`src/rtl/cardinal_nic.sv`:
```
// cardinal_nic: network interface between one Cardinal core and its mesh
// router port. It holds a one-packet input buffer (router -> core) and a
// one-packet output buffer (core -> router). The core reaches both through
// a 2-bit memory-mapped register space. The router side uses a send/ready
// handshake.
//
// Optional feature macro: CARDINAL_NIC_POLARITY_CHECK_EN
//   When it is defined, an outgoing packet leaves only when its VC bit
//   (bit 63) matches net_polarity.
//   When it is undefined, net_polarity is ignored.
module cardinal_nic (
    input  logic        clk,
    input  logic        reset,
    input  logic [1:0]  addr,
    input  logic [63:0] d_in,
    output logic [63:0] d_out,
    input  logic        nicEn,
    input  logic        nicEnWr,
    input  logic        net_si,
    output logic        net_ri,
    input  logic [63:0] net_di,
    output logic        net_so,
    input  logic        net_ro,
    output logic [63:0] net_do,
    input  logic        net_polarity
);

    typedef enum logic [1:0] {
        ADDR_IN_BUF   = 2'b00,
        ADDR_IN_STAT  = 2'b01,
        ADDR_OUT_BUF  = 2'b10,
        ADDR_OUT_STAT = 2'b11
    } reg_addr_e;

    logic [63:0] in_buf_q,   in_buf_d;
    logic        in_full_q,  in_full_d;
    logic [63:0] out_buf_q,  out_buf_d;
    logic        out_full_q, out_full_d;
    logic [63:0] d_out_q,    d_out_d;
    logic        net_so_q,   net_so_d;
    logic [63:0] net_do_q,   net_do_d;

    logic load, store, capture, send, polarity_ok;

`ifdef CARDINAL_NIC_POLARITY_CHECK_EN
    assign polarity_ok = (out_buf_q[63] == net_polarity);
`else
    assign polarity_ok = 1'b1;
`endif

    // The router may deliver only while the input buffer is empty. Readiness
    // comes from registered state, so a read that empties the buffer does not
    // allow a capture until the following cycle.
    assign net_ri  = !in_full_q;
    assign capture = net_si && net_ri;
    assign load    = nicEn && !nicEnWr;
    assign store   = nicEn && nicEnWr && (reg_addr_e'(addr) == ADDR_OUT_BUF);
    assign send    = out_full_q && net_ro && polarity_ok;

    assign d_out  = d_out_q;
    assign net_so = net_so_q;
    assign net_do = net_do_q;

    // Next-state logic for both buffers, the load data register and the router outputs.
    always_comb begin
        // NOTE: every _d defaults to hold (or to 0 for the pulse), so no path leaves one unassigned and no latch is inferred.
        in_buf_d   = in_buf_q;
        in_full_d  = in_full_q;
        out_buf_d  = out_buf_q;
        out_full_d = out_full_q;
        d_out_d    = d_out_q;
        net_so_d   = 1'b0;
        net_do_d   = net_do_q;

        if (capture) begin
            in_buf_d  = net_di;
            in_full_d = 1'b1;
        end

        if (load) begin
            unique case (reg_addr_e'(addr))
                ADDR_IN_BUF: begin
                    d_out_d = in_buf_q;
                    // Clear only when full. A capture can happen in this same
                    // cycle while the buffer is empty, and it must not be undone.
                    if (in_full_q) in_full_d = 1'b0;
                end
                ADDR_IN_STAT:  d_out_d = {63'b0, in_full_q};
                ADDR_OUT_BUF:  d_out_d = out_buf_q;
                ADDR_OUT_STAT: d_out_d = {63'b0, out_full_q};
                default:       d_out_d = d_out_q;
            endcase
        end

        // A store while full is dropped. This also covers a store in the same
        // cycle as a send, because out_full_q is still set in that cycle.
        if (store && !out_full_q) begin
            out_buf_d  = d_in;
            out_full_d = 1'b1;
        end

        if (send) begin
            net_so_d   = 1'b1;
            net_do_d   = out_buf_q;
            out_full_d = 1'b0;
        end
    end

    // State register with synchronous reset. A reset discards both buffered packets.
    always_ff @(posedge clk) begin
        // NOTE: the 64-bit buffers are plain flops, not memory arrays, so they are reset along with the flags.
        if (reset) begin
            in_buf_q   <= '0;
            in_full_q  <= 1'b0;
            out_buf_q  <= '0;
            out_full_q <= 1'b0;
            d_out_q    <= '0;
            net_so_q   <= 1'b0;
            net_do_q   <= '0;
        end else begin
            // NOTE: non-blocking assignments, so every register samples the pre-edge values.
            in_buf_q   <= in_buf_d;
            in_full_q  <= in_full_d;
            out_buf_q  <= out_buf_d;
            out_full_q <= out_full_d;
            d_out_q    <= d_out_d;
            net_so_q   <= net_so_d;
            net_do_q   <= net_do_d;
        end
    end

endmodule

```
`config.mk`:
```
export PLATFORM = sky130hd
export DESIGN_NAME = cardinal_nic
export DESIGN_NICKNAME = d
export VERILOG_FILES = /design/src/rtl/cardinal_nic.sv
export SDC_FILE = /design/constraint.sdc
export NUM_CORES = 1
export LEC_CHECK = 0
export ABC_AREA = 1
export CAP_MARGIN = 20
export CORE_MARGIN = 4
export CORE_UTILIZATION = 49
export CTS_CLUSTER_DIAMETER = 120
export DETAILED_ROUTE_END_ITERATION = 7
export PLACE_DENSITY = 0.89
export SETUP_SLACK_MARGIN = 0.02
export SYNTH_ARGS = -nofsm -noshare
export SYNTH_HDL_FRONTEND = slang
export SYNTH_SLANG_ARGS = --single-unit
```
`constraint.sdc`:
```
create_clock -name clk -period 1.5 [get_ports clk]
set_clock_uncertainty 0.05 [all_clocks]
set_input_delay 0.3 -clock clk [delete_from_list [all_inputs] [get_ports clk]]
set_output_delay 0.3 -clock clk [all_outputs]
set_load 0.005 [all_outputs]
```
Yosys cells after proc, flatten, opt, wreduce, memory -nomap -nowiden
Cells that the tools add are included.

Bits in read-only memories: 0. Memories kept: 0. Bits in writable memories: 0. Bits of input ports: 137. Output and inout port bits: 130. Logic and storage cells: 27. Register bits after elaboration: 259. Bits in latches: 0.

$mul: 0. Muxes and demuxes: 6. Reduce and logical (&&, ||, !) cells: 11. Magnitude comparators: 0. Shifts and indexed selects: 0. Eq/ne operators: 3. Divide/modulo/power cells: 0. Bitwise gates (word level): 0. Add/subtract/negate cells: 0.

Operators with widths (count): $pmux 64 s4 (1); $logic_and 1x1->1 (6); $mux 1 (5); $eq 2x2->1 const B (2); $logic_not 1->1 (3); $eq 2x1->1 const B (1); $logic_not 2->1 (1); $reduce_or 2->1 (1).

Depth between registers and ports, before layout
Gate-level depths: netlist (run 1).

Depth after elaboration: 6. Mapped depth: 8. Gate-level depth less buffers: 6.

Least setup slack after synthesis (run 1)
Ideal clock, no wire load.

Kind: in2reg. From: input addr[0]. To: register out_buf_q[10]. Path buffers: 2. Slack: 0.304 ns. Cell stages on the path: 8. Library setup time: 0.113 ns. Data required time: 1.337 ns. Arrival time: 1.034 ns. Path through: inv_2 -> nand2_1 -> nor2_2 -> buf_4 -> buf_4 -> nand2_1 -> nand2_1 -> nor2_1.

Longest elaborated chain between the ends: 3.

Ends and longest elaborated chain: from (decl) (RTL line 14) `input logic [1:0] addr,`; $eq 2x2->1 (RTL line 57) `assign store = nicEn && nicEnWr && (reg_addr_e'(addr) == ADDR_OUT_BUF);`; $logic_and 1x1->1 (RTL line 57); $logic_and 1x1->1 (RTL line 97) `if (store && !out_full_q) begin`; to (signal assigned) (RTL line 124) `out_buf_q <= out_buf_d;`; to (decl) (RTL line 37) `logic [63:0] out_buf_q, out_buf_d;`.

No other way between the ends. A chain may end at the register's enable or synchronous reset.

Worst setup path in the final report (run 1)
From: register d_out_q[44], in the netlist d_out[44]. To: output d_out[44].

RTL lines: from (decl) (RTL line 39) `logic [63:0] d_out_q, d_out_d;`; from (signal assigned) (RTL line 126) `d_out_q <= d_out_d;`; to (decl) (RTL line 16) `output logic [63:0] d_out,`.

No word-level cell between the ends.

==> metrics.txt, run 1 <==
status=finished, final reports clean; share of the synthesized area in the top cell type=50.96%; layout cells sized above 1=8.903%; WL final=33.65 mm; CP top delay family=flip-flops; CTS Sinks=259; fin crit share=98.60%; metal1 wirelength=12.71 mm; uppermost layer routed=met5; metal2 WL=16.02 mm; Area Growth Syn to Fin=39.85%; Via Count=10,690; largest net degree at the start of global routing=86; part of the power in the clock network=42.5%; Yosys Warn Count=0; Iter 0 DRT Violations=864; CP Capture Type=primary output; worst-case reg-to-reg path depth=7; standard cell core area=0.02030 sq mm; All-Layer GR Usage=25.96%; syn avg cell area=6.889 sq um; fmax=676.1 MHz; reg2reg start=out_full_q; htree depth=1; Max Slew Vio Count=0; number of global-route vias before repair=10,300; Worst Hold Path EP=net_do[0]; Worst Path Arrival=1.13 ns; final hold vios=0; Synth area leaders=dfxtp_1 51%, nand2_1 19%, nor2_1 9.6%; initial antenna violation count=1; CTS tree=built; Final Non-Filler Cells=2,011; post-synthesis sequential area ratio=50.96%; antenna-violating nets left=0; worst-margin pin slew=0.5016 ns; Hold-fix buffers, CTS=0; Placed Instances=1,953; PortBufs=265; worst flop-to-flop path endpoint=out_buf_q[43]; Buf/Inv on CP=1; gpl congestion=0.8719; DP Wirelength=21.46 mm; vias per cell=5.318; setup TNS=0 ns; DR WL met3=3.000 mm; drt wl/cell=16.73 microns; row cnt=52; Cell Area, Synth=0.01017 sq mm; number of CTS-inserted buffers=27; CTS clk-pin slew, worst paths=0.06 ns; max_cap viols=0; fillers=1,592; Post-Route Utilization=70.10%; die footprint=0.02313 sq mm; Max clock buf depth=3; crit path time final=1.479 ns; I/O pin total=267; Cell variety after synth=15; sw power=3.667 mW; CP max stage delay=0.33 ns; antenna diode count=0; flop2flop setup slack=0.08 ns; relative slew slack=66.56%; CP cell instances=dlygate4sd2_1; RSZ-0062 raised after global routing=true; worst vdd ir=940.1 uV; Die H=152.1 microns; Syn Nets=1,614; Pint=11.65 mW; Pleak=6.595 nW; PD cells=1077 mW/mm^2; Setup WS pre-CTS=-0.3990 ns; global-route wire length before repair=50.48 mm; register share of total power=47.4%; Worst Path Class, Setup=reg2out; worst setup margin=0.02093 ns; DR DRC count=0; Synth Register Bits=259; Crit-path slowest cell=dfxtp_1; hold wc startpoint=reset; hold path depth=4; type of the most critical hold path=in2reg; drt first pass iters=5; Setup Viol. Count Final=0; critical path required time=1.15 ns; Final nets=1,860; Clock Latency Late Sink=0.52 ns; overall die width=152.1 microns; top cell type by total area after synthesis=dfxtp_1; initial core utilization=50.12%; Root Buffer=clkbuf_16; startpoint type of the worst setup path=flop; Max FO, Critical Path=2; Sw Share=23.93%; total gr overflow=0; Comb pwr share=10.1%; Synth Instances=1,477; CP startpoint=d_out[44]
## worst min-delay path, cell delays in order
cell and delay, ns:
buf_2 0.14, inv_6 0.05, nand3_1 0.10, o21ai_0 0.08
## how the worst max path moves through the flow
stage | end | depth (start not counted)
global route | out_buf_q[2] | 8
CTS | net_ri | 2
global placement | d_out[18] | 7
detailed placement | out_buf_q[38] | 8
finish | d_out[44] | 1
floorplan | out_buf_q[10] | 8
## Yosys cell counts
master / number
nor2_1: 261
o21ai_1: 6
nor2_2: 1
inv_2: 4
o21ai_0: 60
buf_1: 12
a21oi_1: 67
nand2_1: 515
nand3_1: 130
buf_4: 13
inv_1: 72
buf_6: 1
clkbuf_1: 52
dfxtp_1: 259
buf_2: 24
## state kept, by name (all words and copies together), names as in the netlist
name,cells
net_so,1
d_out,64
out_buf_q,64
net_do,64
in_full_q,1
in_buf_q,64
out_full_q,1
## logic make-up (layout without fill, tap and decap cells)
logic type / count (synthesis) / in the layout / synth area share, %
AOI/OAI and AO/OA: 133 / 133 / 6.542
buffers and inverters: 178 / 442 / 7.415
and+or+nand+nor: 907 / 907 / 35.08
DFF: 259 / 259 / 50.96
## per-layer routing
metal | vias up | GRT usage, %
li1 | 5063 | -
met1 | 4881 | 30.42
met2 | 607 | 44.94
met3 | 141 | 5.319
met4 | 2 | 13.36
met5 | - | 0
## placed cells by master (no fill, tap or decap), drive strengths merged, types with 51 or more instances in the layout
master / n
buf: 51
a21oi: 67
nand3: 130
o21ai: 66
nor2: 262
clkbuf: 58
clkdlybuf4s15: 59
nand2: 515
clkdlybuf4s50: 133
dlygate4sd2: 57
dfxtp: 259
inv: 77
## area by class of cell
| cell class | instances | area [sq um] | area share, % |
|---|---|---|---|
| flip-flops and latches | 259 | 5230 | 36.75 |
| well taps | 270 | 337.8 | 2.374 |
| clock buffers | 39 | 750.7 | 5.276 |
| inverters | 76 | 292.8 | 2.058 |
| repair buffers | 319 | 3256 | 22.88 |
| clock inverters | 8 | 102.6 | 0.7210 |
| multi-input cells | 1040 | 4260 | 29.94 |
## power groups by stage
stage	Clock [mW]	Combinational [mW]	Sequential (mW)
after global placement	0	1.45	7.40
after floorplan	0	0.738	7.37
final	6.51	1.55	7.26
after CTS	6.56	1.49	7.26
after global routing	6.85	1.68	7.29
after detailed placement	0	1.49	7.41
## repair_timing
item,4_1_cts,5_1_grt
setup endpoints to repair,130,138
endpoints found under the hold margin,0,0
gates cloned,0,6
pin swaps,0,1
resized for setup,168,89
buffers inserted,0,5
## through the flow
stage / hold WS, ns / cell area (sq um) / power, mW
2_1_floorplan: 0.3796 / 10170 / 8.112
3_3_place_gp: 0.3977 / 13280 / 8.843
3_5_place_dp: 0.4005 / 13280 / 8.896
4_1_cts: 0.1595 / 14020 / 15.31
5_1_grt: 0.2172 / 14230 / 15.83
6_report: 0.1660 / 14230 / 15.32
Note: power is estimated with default switching activity, not from simulation.
==> run 2: changes to the inputs <==
Settings changed: ABC_CLOCK_PERIOD_IN_PS set to 1500, CORE_MARGIN 4 to unset.
==> run 2 against run 1 <==
Against the previous run:
- sequential share of layout area grew 0.23 points
- register-to-register slack is essentially flat
- critical path depth is the same
- sequential power is essentially flat
- highest routed layer is now met4
- core utilization shrank 0.056 points
- first-iteration DRC count shrank 25%
- non-clock buffer count shrank 8
- routed wire length shrank 9.3%
- critical endpoint is now d_out[48]
- global-route usage grew 2.2 points
- via count shrank 2.4%
- setup slack gained 0.019 ns
- critical path type unchanged
- hold slack gained 0.053 ns
==> metrics.txt, run 2 (synthesis gave the netlist of run 1 again) <==
CTS clk-pin slew, worst paths=0.06 ns (about the same); Setup WS pre-CTS=-0.3050 ns (+0.09392 ns); Root Buffer=clkbuf_16; Worst Path Class, Setup=reg2out; initial antenna violation count=0 (-1); Die H=146.1 microns (-3.9%); gpl congestion=0.8809 (+1.0%); CTS tree=built; Via Count=10,440 (-2.4%); CP top delay family=flip-flops; antenna-violating nets left=0 (unchanged); CTS Sinks=259 (unchanged); most frequent cells in the layout=512 x nand2_1, 260 x nor2_1, 202 x dfxtp_1, 133 x clkdlybuf4s50_1, 130 x nand3_1; Worst Path Arrival=1.11 ns (-0.02 ns); total gr overflow=0 (unchanged); drt first pass iters=7 (+2); htree depth=1 (unchanged); standard cell core area=0.02030 sq mm (unchanged); number of global-route vias before repair=10,250 (-0.45%); DP Wirelength=19.86 mm (-7.4%); Max Slew Vio Count=0 (unchanged); number of CTS-inserted buffers=27 (unchanged); Iter 0 DRT Violations=652 (-25%); Post-Route Utilization=70.04% (about the same); Max clock buf depth=3 (unchanged); fin crit share=97.32% (-1.3 points); antenna diode count=0 (unchanged); fillers=1,615 (+1.4%); fmax=685.0 MHz (+1.3%); Crit-path slowest cell=dfxtp_1; CP Capture Type=primary output; Clock Latency Late Sink=0.52 ns (about the same); worst vdd ir=737.5 uV (-22%); critical path required time=1.15 ns (about the same); initial core utilization=50.12% (unchanged); I/O pin total=267 (unchanged); CP max stage delay=0.34 ns (about the same); max_cap viols=0 (unchanged); status=finished, final reports clean; Placed Instances=1,951 (-0.10%); PortBufs=265 (unchanged); Final Non-Filler Cells=2,002 (-0.45%); Max FO, Critical Path=2 (unchanged); Setup Viol. Count Final=0 (unchanged); Area Growth Syn to Fin=39.74% (about the same); drt wl/cell=15.24 microns (-8.9%); final hold vios=0 (unchanged); worst setup margin=0.04018 ns (+0.01926 ns); DR DRC count=0 (unchanged); CP cell instances=clkdlybuf4s15_1; PD cells=1104 mW/mm^2 (+2.6%); WL final=30.52 mm (-9.3%); row cnt=52 (unchanged); worst hold slack=0.2192 ns (+0.05318 ns); Final nets=1,852 (-0.43%); largest net degree at the start of global routing=98 (+14%); startpoint type of the worst setup path=flop; overall die width=146.1 microns (-3.9%); vias per cell=5.212 (-2.0%); layout cells sized above 1=9.642% (+0.74 points); global-route wire length before repair=49.14 mm (-2.7%); relative slew slack=72.14% (+5.6 points); type of the most critical hold path=in2reg; most common cell after layout, fill and taps aside=nand2_1; Buf/Inv on CP=1 (unchanged); crit path time final=1.460 ns (-0.01926 ns); Pleak=6.593 nW (about the same); All-Layer GR Usage=28.14% (+2.2 points); worst-margin pin slew=0.4179 ns (-0.08371 ns); die footprint=0.02135 sq mm (-7.7%); RSZ-0062 raised after global routing=false
==> run 2: changes by cell type in the layout (fill, tap and decap cells not counted), sizes merged <==
cell and change:
dlygate4sd2 +5, inv -1, clkbuf -13, buf -2, clkinv -1, bufinv +3
clkinvlp +1, clkdlybuf4s15 -1
==> run 2: metrics by stage <==
step	TNS (ns)	instance area, sq um	total power, mW
after floorplan	0	10170	8.112
after global routing	0	14220	16.25
after CTS	-0.01005	14170	15.76
after global placement	-24.38	13320	8.862
final	0	14220	15.70
after detailed placement	-31.47	13320	8.908
==> run 2: worst paths after layout <==
kind | startpoint | to | slack, ns | cells after the start
min reg2reg | out_buf_q[11] | net_do[11] | 0.41 | 2
max | d_out[48] | d_out[48] | 0.04 | 1
max reg2reg | out_full_q | out_buf_q[48] | 0.08 | 7
min | reset | net_do[0] | 0.22 | 4
==> run 2: final cells by class <==
cell class                      count  area (sq um)  share of cell area, %
Sequential cell                   259          5259                  36.99
Clock buffer                       36         729.5                  5.130
Clock inverter                     10         183.9                  1.294
Timing Repair Buffer              311          3163                  22.25
Tap cell                          270         337.8                  2.376
Inverter                           76         290.3                  2.042
Multi-Input combinational cell   1040          4255                  29.93
==> run 2: timing repair <==
item / in CTS / in global routing
hold buffers: 0 / 0
pin swaps: 0 / 0
endpoints found under the setup margin: 130 / 79
setup buffers: 4 / 1
gates resized for setup: 185 / 84
==> run 2: power by group <==
group / internal, mW / total (mW) / switching, mW
Combinational: 0.713 / 1.51 / 0.798
Clock: 4.26 / 6.93 / 2.67
Sequential: 7.12 / 7.26 / 0.143
==> run 2: metal layers <==
| metal | GRT usage, % | wire length, microns | up-vias |
|---|---|---|---|
| met5 | 0 | 0 | - |
| met2 | 49.26 | 14870 | 514 |
| met3 | 4.750 | 2599 | 84 |
| met1 | 34.35 | 12060 | 4799 |
| met4 | 11.30 | 988 | 0 |
| li1 | - | - | 5038 |
